$ cat config.mk
export PLATFORM = sky130hd
export DESIGN_NAME = lcd_char_bus_ctrl_flat
export DESIGN_NICKNAME = d
export VERILOG_FILES = /design/src/rtl/lcd_char_bus_ctrl_if.sv /design/src/rtl/lcd_char_bus_ctrl.sv /design/src/flat_wrapper.sv
export SDC_FILE = /design/constraint.sdc
export NUM_CORES = 1
export LEC_CHECK = 0
export ABC_AREA = 0
export BUFFER_PORTS_ARGS = -buffer_cell sky130_fd_sc_hd__buf_2
export CAP_MARGIN = 40
export CORE_MARGIN = 1
export CORE_UTILIZATION = 23
export DETAILED_ROUTE_END_ITERATION = 10
export MAX_ROUTING_LAYER = met4
export PLACE_DENSITY = 0.43
export SLEW_MARGIN = 10
export SYNTH_ARGS = -nofsm -noshare
export SYNTH_HDL_FRONTEND = slang
export SYNTH_SLANG_ARGS = --single-unit
$ cat constraint.sdc
create_clock -name clk -period 2.5 [get_ports clk]
set_input_delay 0.25 -clock clk [delete_from_list [all_inputs] [get_ports clk]]
set_output_delay 0.25 -clock clk [all_outputs]
set_load 0.02 [all_outputs]
$ cat src/rtl/lcd_char_bus_ctrl_if.sv
// lcd_char_bus_ctrl_if
//
// Avalon-MM slave port bundle for lcd_char_bus_ctrl.
// It carries the single-byte command and character writes coming from
// user_interface_fsm, together with the slave's handshake and response.
//
// Signals:
//   address     master->slave  0 = command byte (RS=0), 1 = data byte (RS=1)
//   chipselect  master->slave  slave select
//   byteenable  master->slave  0 makes a write a no-op
//   read        master->slave  read strobe
//   write       master->slave  write strobe
//   writedata   master->slave  command or character byte
//   waitrequest slave->master  high = transfer not accepted this cycle
//   readdata    slave->master  read data (always 0x00)
//   response    slave->master  00 OKAY, 10 SLVERR
//
// Modports: master (UI FSM / testbench side), slave (controller side).
interface lcd_char_bus_ctrl_if;
  logic       address;
  logic       chipselect;
  logic       byteenable;
  logic       read;
  logic       write;
  logic [7:0] writedata;
  logic       waitrequest;
  logic [7:0] readdata;
  logic [1:0] response;

  modport master (
    output address, chipselect, byteenable, read, write, writedata,
    input  waitrequest, readdata, response
  );

  modport slave (
    input  address, chipselect, byteenable, read, write, writedata,
    output waitrequest, readdata, response
  );
endinterface

$ cat src/rtl/lcd_char_bus_ctrl.sv
// lcd_char_bus_ctrl
//
// Avalon-MM slave that turns each command/character write into one
// HD44780-style LCD bus cycle: RS/DATA setup, an LCD_EN pulse, RS/DATA
// hold, then the panel's execution wait (longer for clear and home).
// waitrequest holds the master off until the panel can take another byte.
//
// Ports:
//   clk       system clock
//   reset     asynchronous, active-high; restarts the power-up wait and
//             drops LCD_EN immediately
//   bus       lcd_char_bus_ctrl_if.slave Avalon-MM port
//   LCD_DATA  panel data bus
//   LCD_RS    register select (0 = command, 1 = data)
//   LCD_RW    read/write select, tied to 0 (write-only)
//   LCD_EN    enable strobe
//   LCD_ON    panel power, constant 1
//   LCD_BLON  backlight, constant 1
//
// Build option:
//   LCD_WRITE_FIFO_EN  when defined, a 4-entry {RS, DATA} FIFO decouples the
//                      Avalon port from the LCD sequencer so the master can
//                      queue bytes, even during power-up. When undefined the
//                      controller accepts one byte at a time from IDLE only.
module lcd_char_bus_ctrl #(
  parameter int POWERUP_CYC    = 750000,
  parameter int SETUP_CYC      = 2,
  parameter int EN_HIGH_CYC    = 12,
  parameter int HOLD_CYC       = 2,
  parameter int EXEC_CYC       = 2500,
  parameter int CLEAR_EXEC_CYC = 82000
) (
  input  logic                 clk,
  input  logic                 reset,
  lcd_char_bus_ctrl_if.slave   bus,
  output logic [7:0]           LCD_DATA,
  output logic                 LCD_RS,
  output logic                 LCD_RW,
  output logic                 LCD_EN,
  output logic                 LCD_ON,
  output logic                 LCD_BLON
);

  function automatic int max2(input int a, input int b);
    return (a > b) ? a : b;
  endfunction

  localparam int MAX_CYC = max2(max2(max2(POWERUP_CYC, SETUP_CYC),
                                     max2(EN_HIGH_CYC, HOLD_CYC)),
                                max2(EXEC_CYC, CLEAR_EXEC_CYC));
  localparam int CNT_W   = $clog2(MAX_CYC + 1);

  typedef enum logic [2:0] {
    POWERUP,
    IDLE,
    SETUP,
    EN_HI,
    HOLD,
    EXEC
  } state_t;

  state_t             state, state_next;
  logic [CNT_W-1:0]   cnt, cnt_next;
  logic [CNT_W-1:0]   exec_last;

  logic               lcd_rs_q;
  logic [7:0]         lcd_data_q;
  logic               clear_q;
  logic               en_q;
  logic [1:0]         resp_q;
  logic [7:0]         rdata_q;

  logic               req;
  logic               accept;
  logic               start;
  logic               start_rs;
  logic [7:0]         start_data;

  assign req = bus.chipselect && (bus.write || bus.read);

`ifdef LCD_WRITE_FIFO_EN
  // Queue of {RS, DATA}. The port accepts whenever there is room, so the
  // master is only stalled by a full queue; the sequencer drains it one
  // entry per LCD cycle once it reaches IDLE after power-up.
  logic [8:0] fifo_mem [4];
  logic [1:0] wr_ptr, rd_ptr;
  logic [2:0] fifo_cnt;
  logic       fifo_full, fifo_empty;
  logic       push, pop;

  assign fifo_full  = (fifo_cnt == 3'd4);
  assign fifo_empty = (fifo_cnt == 3'd0);
  assign accept     = req && !fifo_full;
  assign push       = accept && bus.write && bus.byteenable;
  assign start      = (state == IDLE) && !fifo_empty;
  assign pop        = start;
  assign start_rs   = fifo_mem[rd_ptr][8];
  assign start_data = fifo_mem[rd_ptr][7:0];

  always_ff @(posedge clk) begin
    if (push) begin
      fifo_mem[wr_ptr] <= {bus.address, bus.writedata};
    end
  end

  always_ff @(posedge clk or posedge reset) begin
    if (reset) begin
      wr_ptr   <= '0;
      rd_ptr   <= '0;
      fifo_cnt <= '0;
    end else begin
      if (push) begin
        wr_ptr <= wr_ptr + 2'd1;
      end
      if (pop) begin
        rd_ptr <= rd_ptr + 2'd1;
      end
      case ({push, pop})
        2'b10:   fifo_cnt <= fifo_cnt + 3'd1;
        2'b01:   fifo_cnt <= fifo_cnt - 3'd1;
        default: fifo_cnt <= fifo_cnt;
      endcase
    end
  end
`else
  // Single-byte mode: a request is only taken in IDLE, and only a real
  // write (byteenable set) starts an LCD cycle. No-op writes and reads are
  // answered without leaving IDLE, so they can be issued back to back.
  assign accept     = (state == IDLE) && req;
  assign start      = accept && bus.write && bus.byteenable;
  assign start_rs   = bus.address;
  assign start_data = bus.writedata;
`endif

  assign bus.waitrequest = !accept;
  assign bus.readdata    = rdata_q;
  assign bus.response    = resp_q;

  // Clear (0x01) and home (0x02) commands need the long execution wait.
  assign exec_last = clear_q ? CNT_W'(CLEAR_EXEC_CYC - 1) : CNT_W'(EXEC_CYC - 1);

  // State and phase counter register. The counter is shared by all phases
  // and restarts from zero at every phase entry.
  always_ff @(posedge clk or posedge reset) begin
    if (reset) begin
      state <= POWERUP;
      cnt   <= '0;
    end else begin
      state <= state_next;
      cnt   <= cnt_next;
    end
  end

  // Next-state logic: each timed phase lasts until the counter reaches its
  // length minus one, then moves on with the counter cleared.
  always_comb begin
    state_next = state;
    cnt_next   = cnt + CNT_W'(1);
    case (state)
      POWERUP: begin
        if (cnt == CNT_W'(POWERUP_CYC - 1)) begin
          state_next = IDLE;
          cnt_next   = '0;
        end
      end
      IDLE: begin
        cnt_next = '0;
        if (start) begin
          state_next = SETUP;
        end
      end
      SETUP: begin
        if (cnt == CNT_W'(SETUP_CYC - 1)) begin
          state_next = EN_HI;
          cnt_next   = '0;
        end
      end
      EN_HI: begin
        if (cnt == CNT_W'(EN_HIGH_CYC - 1)) begin
          state_next = HOLD;
          cnt_next   = '0;
        end
      end
      HOLD: begin
        if (cnt == CNT_W'(HOLD_CYC - 1)) begin
          state_next = EXEC;
          cnt_next   = '0;
        end
      end
      EXEC: begin
        if (cnt == exec_last) begin
          state_next = IDLE;
          cnt_next   = '0;
        end
      end
      default: begin
        state_next = POWERUP;
        cnt_next   = '0;
      end
    endcase
  end

  // Pin and response registers. LCD_EN is registered from the next state so
  // the strobe is glitch-free yet still high exactly while in EN_HI; RS/DATA
  // only load when a new LCD cycle starts, so they never move under EN.
  always_ff @(posedge clk or posedge reset) begin
    if (reset) begin
      lcd_rs_q   <= 1'b0;
      lcd_data_q <= 8'h00;
      clear_q    <= 1'b0;
      en_q       <= 1'b0;
      resp_q     <= 2'b00;
      rdata_q    <= 8'h00;
    end else begin
      en_q <= (state_next == EN_HI);
      if (start) begin
        lcd_rs_q   <= start_rs;
        lcd_data_q <= start_data;
        clear_q    <= !start_rs && ((start_data == 8'h01) || (start_data == 8'h02));
      end
      if (accept) begin
        rdata_q <= 8'h00;
        resp_q  <= (bus.read && !bus.write) ? 2'b10 : 2'b00;
      end
    end
  end

  assign LCD_DATA = lcd_data_q;
  assign LCD_RS   = lcd_rs_q;
  assign LCD_RW   = 1'b0;
  assign LCD_EN   = en_q;
  assign LCD_ON   = 1'b1;
  assign LCD_BLON = 1'b1;

endmodule

$ cat src/flat_wrapper.sv
// flat-port wrapper written by rule: the top's interface ports become plain ports
module lcd_char_bus_ctrl_flat 
#(
  parameter int POWERUP_CYC    = 750000,
  parameter int SETUP_CYC      = 2,
  parameter int EN_HIGH_CYC    = 12,
  parameter int HOLD_CYC       = 2,
  parameter int EXEC_CYC       = 2500,
  parameter int CLEAR_EXEC_CYC = 82000
)
  (clk, reset, LCD_DATA, LCD_RS, LCD_RW, LCD_EN, LCD_ON, LCD_BLON, bus_address, bus_chipselect, bus_byteenable, bus_read, bus_write, bus_writedata, bus_waitrequest, bus_readdata, bus_response);
  lcd_char_bus_ctrl_if bus_i ();
  input  logic clk;
  input  logic reset;
  output logic [7:0] LCD_DATA;
  output logic LCD_RS;
  output logic LCD_RW;
  output logic LCD_EN;
  output logic LCD_ON;
  output logic LCD_BLON;
  input wire logic [$bits(bus_i.address)-1:0] bus_address;
  input wire logic [$bits(bus_i.chipselect)-1:0] bus_chipselect;
  input wire logic [$bits(bus_i.byteenable)-1:0] bus_byteenable;
  input wire logic [$bits(bus_i.read)-1:0] bus_read;
  input wire logic [$bits(bus_i.write)-1:0] bus_write;
  input wire logic [$bits(bus_i.writedata)-1:0] bus_writedata;
  output wire logic [$bits(bus_i.waitrequest)-1:0] bus_waitrequest;
  output wire logic [$bits(bus_i.readdata)-1:0] bus_readdata;
  output wire logic [$bits(bus_i.response)-1:0] bus_response;
  assign bus_i.address = bus_address;
  assign bus_i.chipselect = bus_chipselect;
  assign bus_i.byteenable = bus_byteenable;
  assign bus_i.read = bus_read;
  assign bus_i.write = bus_write;
  assign bus_i.writedata = bus_writedata;
  assign bus_waitrequest = bus_i.waitrequest;
  assign bus_readdata = bus_i.readdata;
  assign bus_response = bus_i.response;
  lcd_char_bus_ctrl #(.POWERUP_CYC(POWERUP_CYC), .SETUP_CYC(SETUP_CYC), .EN_HIGH_CYC(EN_HIGH_CYC), .HOLD_CYC(HOLD_CYC), .EXEC_CYC(EXEC_CYC), .CLEAR_EXEC_CYC(CLEAR_EXEC_CYC)) u_core (.clk(clk), .reset(reset), .bus(bus_i), .LCD_DATA(LCD_DATA), .LCD_RS(LCD_RS), .LCD_RW(LCD_RW), .LCD_EN(LCD_EN), .LCD_ON(LCD_ON), .LCD_BLON(LCD_BLON));
endmodule
=== Yosys cells after proc, flatten, opt, wreduce, memory -nomap -nowiden ===
Index checks and enable logic that the tools add are counted.

* Logic and storage cells: 47
* Bits of input ports: 15
* Register bits: 36
* Output and inout port bits: 24

* Mux-type cells: 14
* Reduce and logical (&&, ||, !) cells: 13
* $add $sub $neg: 1
* Equality and inequality tests: 12

{| class="wikitable"
|+ Operator list
! cell !! count
|-
| 2-to-1 mux 20 bit || 4
|-
| one-hot mux 20 bit (4 select lines) || 1
|-
| adder 20 x 1 -> 20 bit, second input constant || 1
|-
| equality test 20 x 1 -> 1 bit, second input constant || 1
|-
| equality test 20 bit || 1
|-
| equality test 20 bit, second input constant || 1
|-
| equality test 20 x 4 -> 1 bit, second input constant || 1
|-
| 2-to-1 mux 3 bit || 6
|-
| one-hot mux 3 bit (6 select lines) || 1
|-
| 2-to-1 mux 17 bit || 1
|-
| equality test 3 x 2 -> 1 bit, second input constant || 3
|-
| equality test 8 x 1 -> 1 bit, second input constant || 1
|-
| equality test 8 x 2 -> 1 bit, second input constant || 1
|-
| equality test 3 bit, second input constant || 2
|-
| logical AND 1 bit || 6
|-
| equality test 3 x 1 -> 1 bit, second input constant || 1
|-
| logical NOT 1 bit || 3
|-
| logical NOT 3 bit || 1
|-
| logical OR 1 bit || 2
|-
| 2-to-1 mux 2 bit || 1
|-
| OR reduction 2 bit || 1
|}

=== Longest topological paths before layout ===
Gate-level depths: netlist of the first run.

* Word-level depth: 8
* Mapped depth: 8

=== Least setup slack after synthesis of the first run ===
Ideal clock, no wire load.

* Path type: reg2reg
* Start: register u_core.cnt[9]
* End: register u_core.cnt[11]
* Cell stages (with the launch flop): 8
* Setup slack: 398 ps
* Arrival: 1976 ps
* Required time: 2374 ps
* Path buffers: 2
* Path through: dfrtp_1 -> or4_1 -> or4_1 -> a21oi_1 -> or4b_1 -> buf_6 -> buf_8 -> a21oi_1

* Word-level cells in the longest chain between the ends: 3
* Elaborated cells between the ends (all ways): 10
* Those cells by class: add/sub: 1; eq/ne: 4; mux: 5

{| class="wikitable"
|+ RTL lines
! item !! RTL line !! text
|-
| start, declared || lcd_char_bus_ctrl.sv:63 || <nowiki>logic [CNT_W-1:0] cnt, cnt_next;</nowiki>
|-
| start signal, assigned || lcd_char_bus_ctrl.sv:150 || <nowiki>cnt <= cnt_next;</nowiki>
|-
| adder 20 x 1 -> 20 bit, or another cell as far along || lcd_char_bus_ctrl.sv:158 || <nowiki>cnt_next = cnt + CNT_W'(1);</nowiki>
|-
| 2-to-1 mux 20 bit (on tied branches) || n/a ||
|-
| one-hot mux 20 bit (4 select lines) * || lcd_char_bus_ctrl.sv:159 || <nowiki>case (state)</nowiki>
|-
| net u_core.cnt_next[11] || lcd_char_bus_ctrl.sv:63 ||
|}

Mark *: on every way through the listed nets, which the timed path passes. The rest lies on a longest branch.
A chain may end at the register's enable or synchronous reset.

=== Final worst setup path of the first run ===
* Start: register u_core.cnt[9]
* End: register u_core.cnt[12]

Same word-level chain as after synthesis.

==> results_dict.tcl, run 1 <==
set metrics [dict create \
    slew_headroom_pct 57.6 \
    grt_pass1_vias 1410 \
    p_per_area_mw_per_mm2 900 \
    crit_buf_inv 1 \
    final.min_clock_period_ns 2.20 \
    preCtsSetupSlack_ns 0.309 \
    cp_data_required_time_ns 2.66 \
    seq_power_share_pct 40.8 \
    rsz0062_at_grt "no" \
    drt_wl_total_um 4140 \
    tns_ns 0 \
    synthesis.area_mm2 0.00194 \
    p_switching_mw 0.727 \
    yosys-top-cells-area "dfrtp_1, xor2_1, a21oi_1" \
    rr_worst_depth 6 \
    cts_tree "yes" \
    power.share.clock_pct 26.3 \
    path_max_fanout 9 \
    grt_overflow_total 0 \
    period_share_pct 88.1 \
    hold_viol 0 \
    crit_arrival_ns 2.36 \
    ys_types 35 \
    crit_type "flip-flop to flip-flop" \
    detail_route.drc_violations 0 \
    clock_sinks 35 \
    yosys.area.top_type "dfrtp_1" \
    p_int_mw 1.30 \
    ys_seq_area_share_pct 45.1 \
    cts_hold_buf 0 \
    worst_setup_path_end_kind "flip-flop" \
    fin_total_pwr_mw 2.03 \
    synth_edf_count 0 \
    die_y_um 93.9 \
    htree_levels 2 \
    combPwrFrac_pct 32.9 \
    start_util_pct 23.7 \
    insertedDiodeCount 0 \
    cts_max_path_buffers 2 \
    final_util_pct 27.6 \
    max_freq_mhz 454 \
    clock_latency_ns 0.29 \
    ir_drop_mv 0.183 \
    synth.most_common_cell "dfrtp_1" \
    post_cts_buffers 0 \
    post_cts.resized_instances 0 \
    gp_congestion 0.826 \
    rows 33 \
    reg2reg_slack_ns 0.30 \
    grt_antenna_before_repair 0 \
    swShare_pct 35.9 \
    drt_iter0_drc 120 \
    clk_pin_slew_worst_paths_ns 0.08 \
    io_buffers 26 \
    yosysWarnings 0 \
    finalSetupViolCount 0 \
    crit_path_start_kind "flip-flop" \
    syn_to_final_growth_pct 16.1 \
    fin_worst_skew_ns 0.00592 \
    cts_root_buffer "clkbuf_8" \
    grt_first_pass_wirelength_um 6930 \
    fin_hold_ws_ns 0.0474 \
    ys_top_cells_by_count "dfrtp_1, a21oi_1, xor2_1" \
    crit_chain "or4_1, or4_1, a21oi_1, or4b_1, buf_4, a21oi_1" \
    fp.dieW_um 93.9 \
    regToRegEndpoint "u_core.cnt[12]$_DFF_PP0_" \
    wl_per_cell_um 12.5 \
    synth.ff_latch_count 35 \
    slowest_stage "or4_1" \
    grt_max_degree 36 \
    r2r_start "u_core.cnt[9]$_DFF_PP0_" \
    status "completed" \
    grt_use_total_pct 10.4 \
    leakage_nw 1.01 \
    final_antenna_net_count 0 \
    coreArea_mm2 0.00818 \
    max_cap_viol_count 0 \
    post-dp-hpwl_um 3000 \
    final_net_count 242 \
    numCtsBuffers 5 \
    drv_slew 0 \
    ios 39 \
    slowest_delay_ns 0.56 \
    firstDrtPassIters 6 \
    synth_ff_type "dfrtp_1" \
    synth_area_per_cell_um2 9.80 \
    hold_class "input port to async pin" \
    die_area_mm2 0.00881 \
    vias 1486 \
    tightest_slew_ns 0.633 \
    path_delay_family "simple AND/OR/NAND/NOR gates" \
    synthCells 198 \
    async_reset_ff_share_pct 100 \
    drive_gt1_share_pct 23.5 \
    vias_per_cell 4.49 \
    fin_ws_ns 0.298 \
    synth_top_area_share_pct 45.1 \
]
metal layers:
layer / track usage [%] / vias up / part of all wire (%)
li1: - / 735 / -
met1: 14.2 / 719 / 48
met2: 15.3 / 26 / 47
met3: 1.70 / 6 / 3.1
met4: 3.85 / 0 / 1.5
met5: - / - / 0
cells by family after synthesis:
family | share of synthesized area (%)
other | 0.387
buffers and inverters | 8.64
DFF | 45.1
muxes | 5.22
AOI/OAI and AO/OA | 9.28
adders and majority gates | 1.29
and+or+nand+nor | 21.5
xor gates and xnor gates | 8.58
power by group through the flow:
stage	clock network (mW)	registers, mW	logic, mW
final	0.534	0.827	0.667
after global routing	0.572	0.854	0.745
after CTS	0.553	0.832	0.674
after detailed placement	0	0.842	0.673
after global placement	0	0.841	0.676
after floorplan	0	0.908	0.406
registers in the layout (all words and copies together) (netlist names):
register             cells
u_core.LCD_DATA          8
u_core.LCD_EN            1
u_core.LCD_RS            1
u_core.bus.response      1
u_core.clear_q           1
u_core.cnt              20
u_core.state             3
worst min-delay path, delay by kind of cell:
kind                   cells  cell delay, ns
buffers and inverters      3            0.52
through the flow:
| step | std cells | area [um^2] |
|---|---|---|
| global placement | 323 | 2140 |
| CTS | 331 | 2250 |
| floorplan | 208 | 1980 |
| detailed placement | 323 | 2140 |
| finish | 331 | 2250 |
| global route | 331 | 2250 |
placed cells by master (no fill, tap or decap):
cell type / instances
or4b_1: 1
bufinv_16: 1
a2bb2oi_2: 1
and4_1: 2
inv_1: 5
xor2_1: 15
nand4b_1: 4
clkbuf_8: 6
or3_1: 1
clkinv_2: 1
o22ai_1: 2
ha_1: 2
nand3_1: 11
mux2_2: 9
dfrtp_1: 35
nor4bb_1: 1
o21ba_2: 1
nor4b_1: 1
nand2_1: 11
nor2_1: 8
xnor2_1: 4
nor3_1: 6
conb_1: 12
a211oi_2: 1
and3_1: 7
nand2b_1: 3
a21oi_1: 21
buf_2: 26
nand4_1: 8
or2_2: 1
buf_4: 6
o21ai_0: 5
nor4_1: 4
or4_1: 3
or2_1: 1
worst max-delay path by stage:
stage                                  from  depth (start not counted)  slack [ns]                         to
finish              u_core.cnt[9]$_DFF_PP0_                          6        0.30   u_core.cnt[12]$_DFF_PP0_
global route        u_core.cnt[9]$_DFF_PP0_                          5        0.18  u_core.state[1]$_DFF_PP0_
CTS                 u_core.cnt[9]$_DFF_PP0_                          6        0.29   u_core.cnt[12]$_DFF_PP0_
detailed placement  u_core.cnt[9]$_DFF_PP0_                          6        0.31   u_core.cnt[12]$_DFF_PP0_
global placement    u_core.cnt[9]$_DFF_PP0_                          6        0.33   u_core.cnt[12]$_DFF_PP0_
floorplan           u_core.cnt[9]$_DFF_PP0_                          7        0.40   u_core.cnt[11]$_DFF_PP0_
layout make-up:
| type | count | area, um^2 |
|---|---|---|
| repair buffers | 32 | 175 |
| well taps | 105 | 131 |
| fillers | 880 | 5920 |
| clock buffers | 6 | 82.6 |
| inverters | 5 | 18.8 |
| clock inverters | 2 | 35.0 |
| flip-flops and latches | 35 | 876 |
| multi-input cells | 146 | 935 |
Power figures use the tool's default switching activity.
==> inputs of run 2 (changes only) <==
Settings changed: MAX_ROUTING_LAYER met4 to unset.
==> run 2 against run 1 <==
Effect of this change: non-clock buffer count did not move; maximum frequency barely moved; die area did not move; sequential share of layout area did not move; clock skew fell by 0.00072 ns; combinational power barely moved; sequential power barely moved; global-route usage fell by 0.30 points; clock power barely moved; first-iteration DRC count fell by 21%; critical path type unchanged; largest power group unchanged.
==> results_dict.tcl, run 2 (synthesis gave the netlist of run 1 again) <==
set metrics [dict create \
    detail_route.drc_violations 0 \
    grt_antenna_before_repair 0 \
    finalSetupViolCount 0 \
    grt_first_pass_wirelength_um 6910 \
    final_common_cell "dfrtp_1" \
    reg2reg_slack_ns 0.30 \
    path_max_fanout 9 \
    grt_busiest_layer "met2" \
    crit_chain "or4_1, or4_1, a21oi_1, or4b_1, buf_4, a21oi_1" \
    insertedDiodeCount 0 \
    cts_root_buffer "clkbuf_8" \
    slew_headroom_pct 57.3 \
    status "completed" \
    fin_total_pwr_mw 2.03 \
    grt_max_degree 36 \
    vias_per_cell 4.48 \
    met2_usage_pct 15.3 \
    htree_levels 2 \
    post-dp-hpwl_um 3000 \
    tightest_slew_ns 0.639 \
    crit_path_start_kind "flip-flop" \
    final_cell_mix "dfrtp_1, buf_2, a21oi_1" \
    grt_use_met3_pct 1.70 \
    numCtsBuffers 5 \
    largest_register_ffs 20 \
    rows 33 \
    hold_class "input port to async pin" \
    gp_congestion 0.814 \
    clock_latency_ns 0.29 \
    rr_worst_depth 6 \
    clk_pin_slew_worst_paths_ns 0.07 \
    drive_gt1_share_pct 23.5 \
    worstSetupEndpoint "u_core.cnt[12]$_DFF_PP0_" \
    fp.dieW_um 93.9 \
    fin_worst_skew_ns 0.00520 \
    syn_to_final_growth_pct 16.1 \
    grt_util_met1_pct 14.2 \
    drv_slew 0 \
    cts_max_path_buffers 2 \
    final_antenna_net_count 0 \
    post_cts.resized_instances 0 \
    ir_drop_mv 0.183 \
    crit_start "u_core.cnt[9]$_DFF_PP0_" \
    final_util_pct 27.6 \
    drt_iter0_drc 95 \
    vias 1483 \
    cp_data_required_time_ns 2.66 \
    grt_pass1_vias 1412 \
    grt_overflow_total 0 \
    coreArea_mm2 0.00818 \
    regToRegEndpoint "u_core.cnt[12]$_DFF_PP0_" \
    start_util_pct 23.7 \
    final_net_count 242 \
    max_cap_viol_count 0 \
    max_freq_mhz 454 \
    crit_type "flip-flop to flip-flop" \
    p_per_area_mw_per_mm2 902 \
    n_fill_cell 880 \
    r2r_start "u_core.cnt[9]$_DFF_PP0_" \
    firstDrtPassIters 6 \
    grt_use_total_pct 10.1 \
    final.min_clock_period_ns 2.20 \
    hold_viol 0 \
    drt_wl_total_um 4140 \
    max_flop_register "u_core.cnt" \
    leakage_nw 1.01 \
    period_share_pct 88.0 \
    wl_per_cell_um 12.5 \
    post_cts_buffers 0 \
    rsz0062_at_grt "no" \
    worst_setup_path_end_kind "flip-flop" \
    crit_arrival_ns 2.36 \
    slowest_delay_ns 0.56 \
    tns_ns 0 \
    cts_tree "yes" \
    die_y_um 93.9 \
    die_area_mm2 0.00881 \
    ios 39 \
    io_buffers 26 \
    cts_hold_buf 0 \
    slowest_stage "or4_1" \
    clock_sinks 35 \
]
==> run 2: cell counts in the layout (fill, tap and decap cells not counted) <==
Identical to the previous run, type by type.
==> run 2: routing by layer <==
metal / vias to the layer above / wire, um
met3: 5 / 114
met2: 25 / 1960
met4: 0 / 31
met5: - / 0
met1: 719 / 2030
li1: 734 / -
==> run 2: worst min-delay path by stage <==
stage | to | cells past startpoint
finish | u_core.LCD_DATA[0]$_DFFE_PP0P_ | 3
CTS | u_core.LCD_DATA[0]$_DFFE_PP0P_ | 3
global route | u_core.LCD_DATA[0]$_DFFE_PP0P_ | 3
global placement | u_core.LCD_DATA[0]$_DFFE_PP0P_ | 3
detailed placement | u_core.LCD_DATA[0]$_DFFE_PP0P_ | 3
floorplan | u_core.bus.response[1]$_DFFE_PP0N_ | 1
==> run 2: worst max-delay path, delay by kind of cell (launching register included) <==
kind	cells	cell delay, ns
AO/OA/AOI/OAI	2	0.25
buffers and inverters	1	0.16
AND/OR/NAND/NOR	3	1.22
flip-flops	1	0.45
==> run 2: report_power, final <==
group / internal (mW) / switching, mW / total (mW)
clock: 0.323 / 0.213 / 0.535
combinational: 0.272 / 0.397 / 0.669
sequential: 0.706 / 0.122 / 0.828
total: 1.30 / 0.731 / 2.03
==> run 2: per-stage QoR <==
stage / cell area [um^2] / worst slack (ns) / std cells / hold WS (ns)
2_1_floorplan: 1980 / 0.398 / 208 / 0.362
3_3_place_gp: 2140 / 0.332 / 323 / 0.384
3_5_place_dp: 2140 / 0.309 / 323 / 0.383
4_1_cts: 2250 / 0.295 / 331 / 0.0644
5_1_grt: 2250 / 0.178 / 331 / 0.104
6_report: 2250 / 0.299 / 331 / 0.0478
==> run 2: final cells by class <==
cell class                 instances  area (um^2)  area share, %
tap                              105          131           5.83
timing repair buffer              32          175           7.77
sequential                        35          876           38.9
clock buffer                       6         82.6           3.66
inverter                           5         18.8          0.833
multi-input combinational        146          935           41.5
clock inverter                     2         35.0           1.55
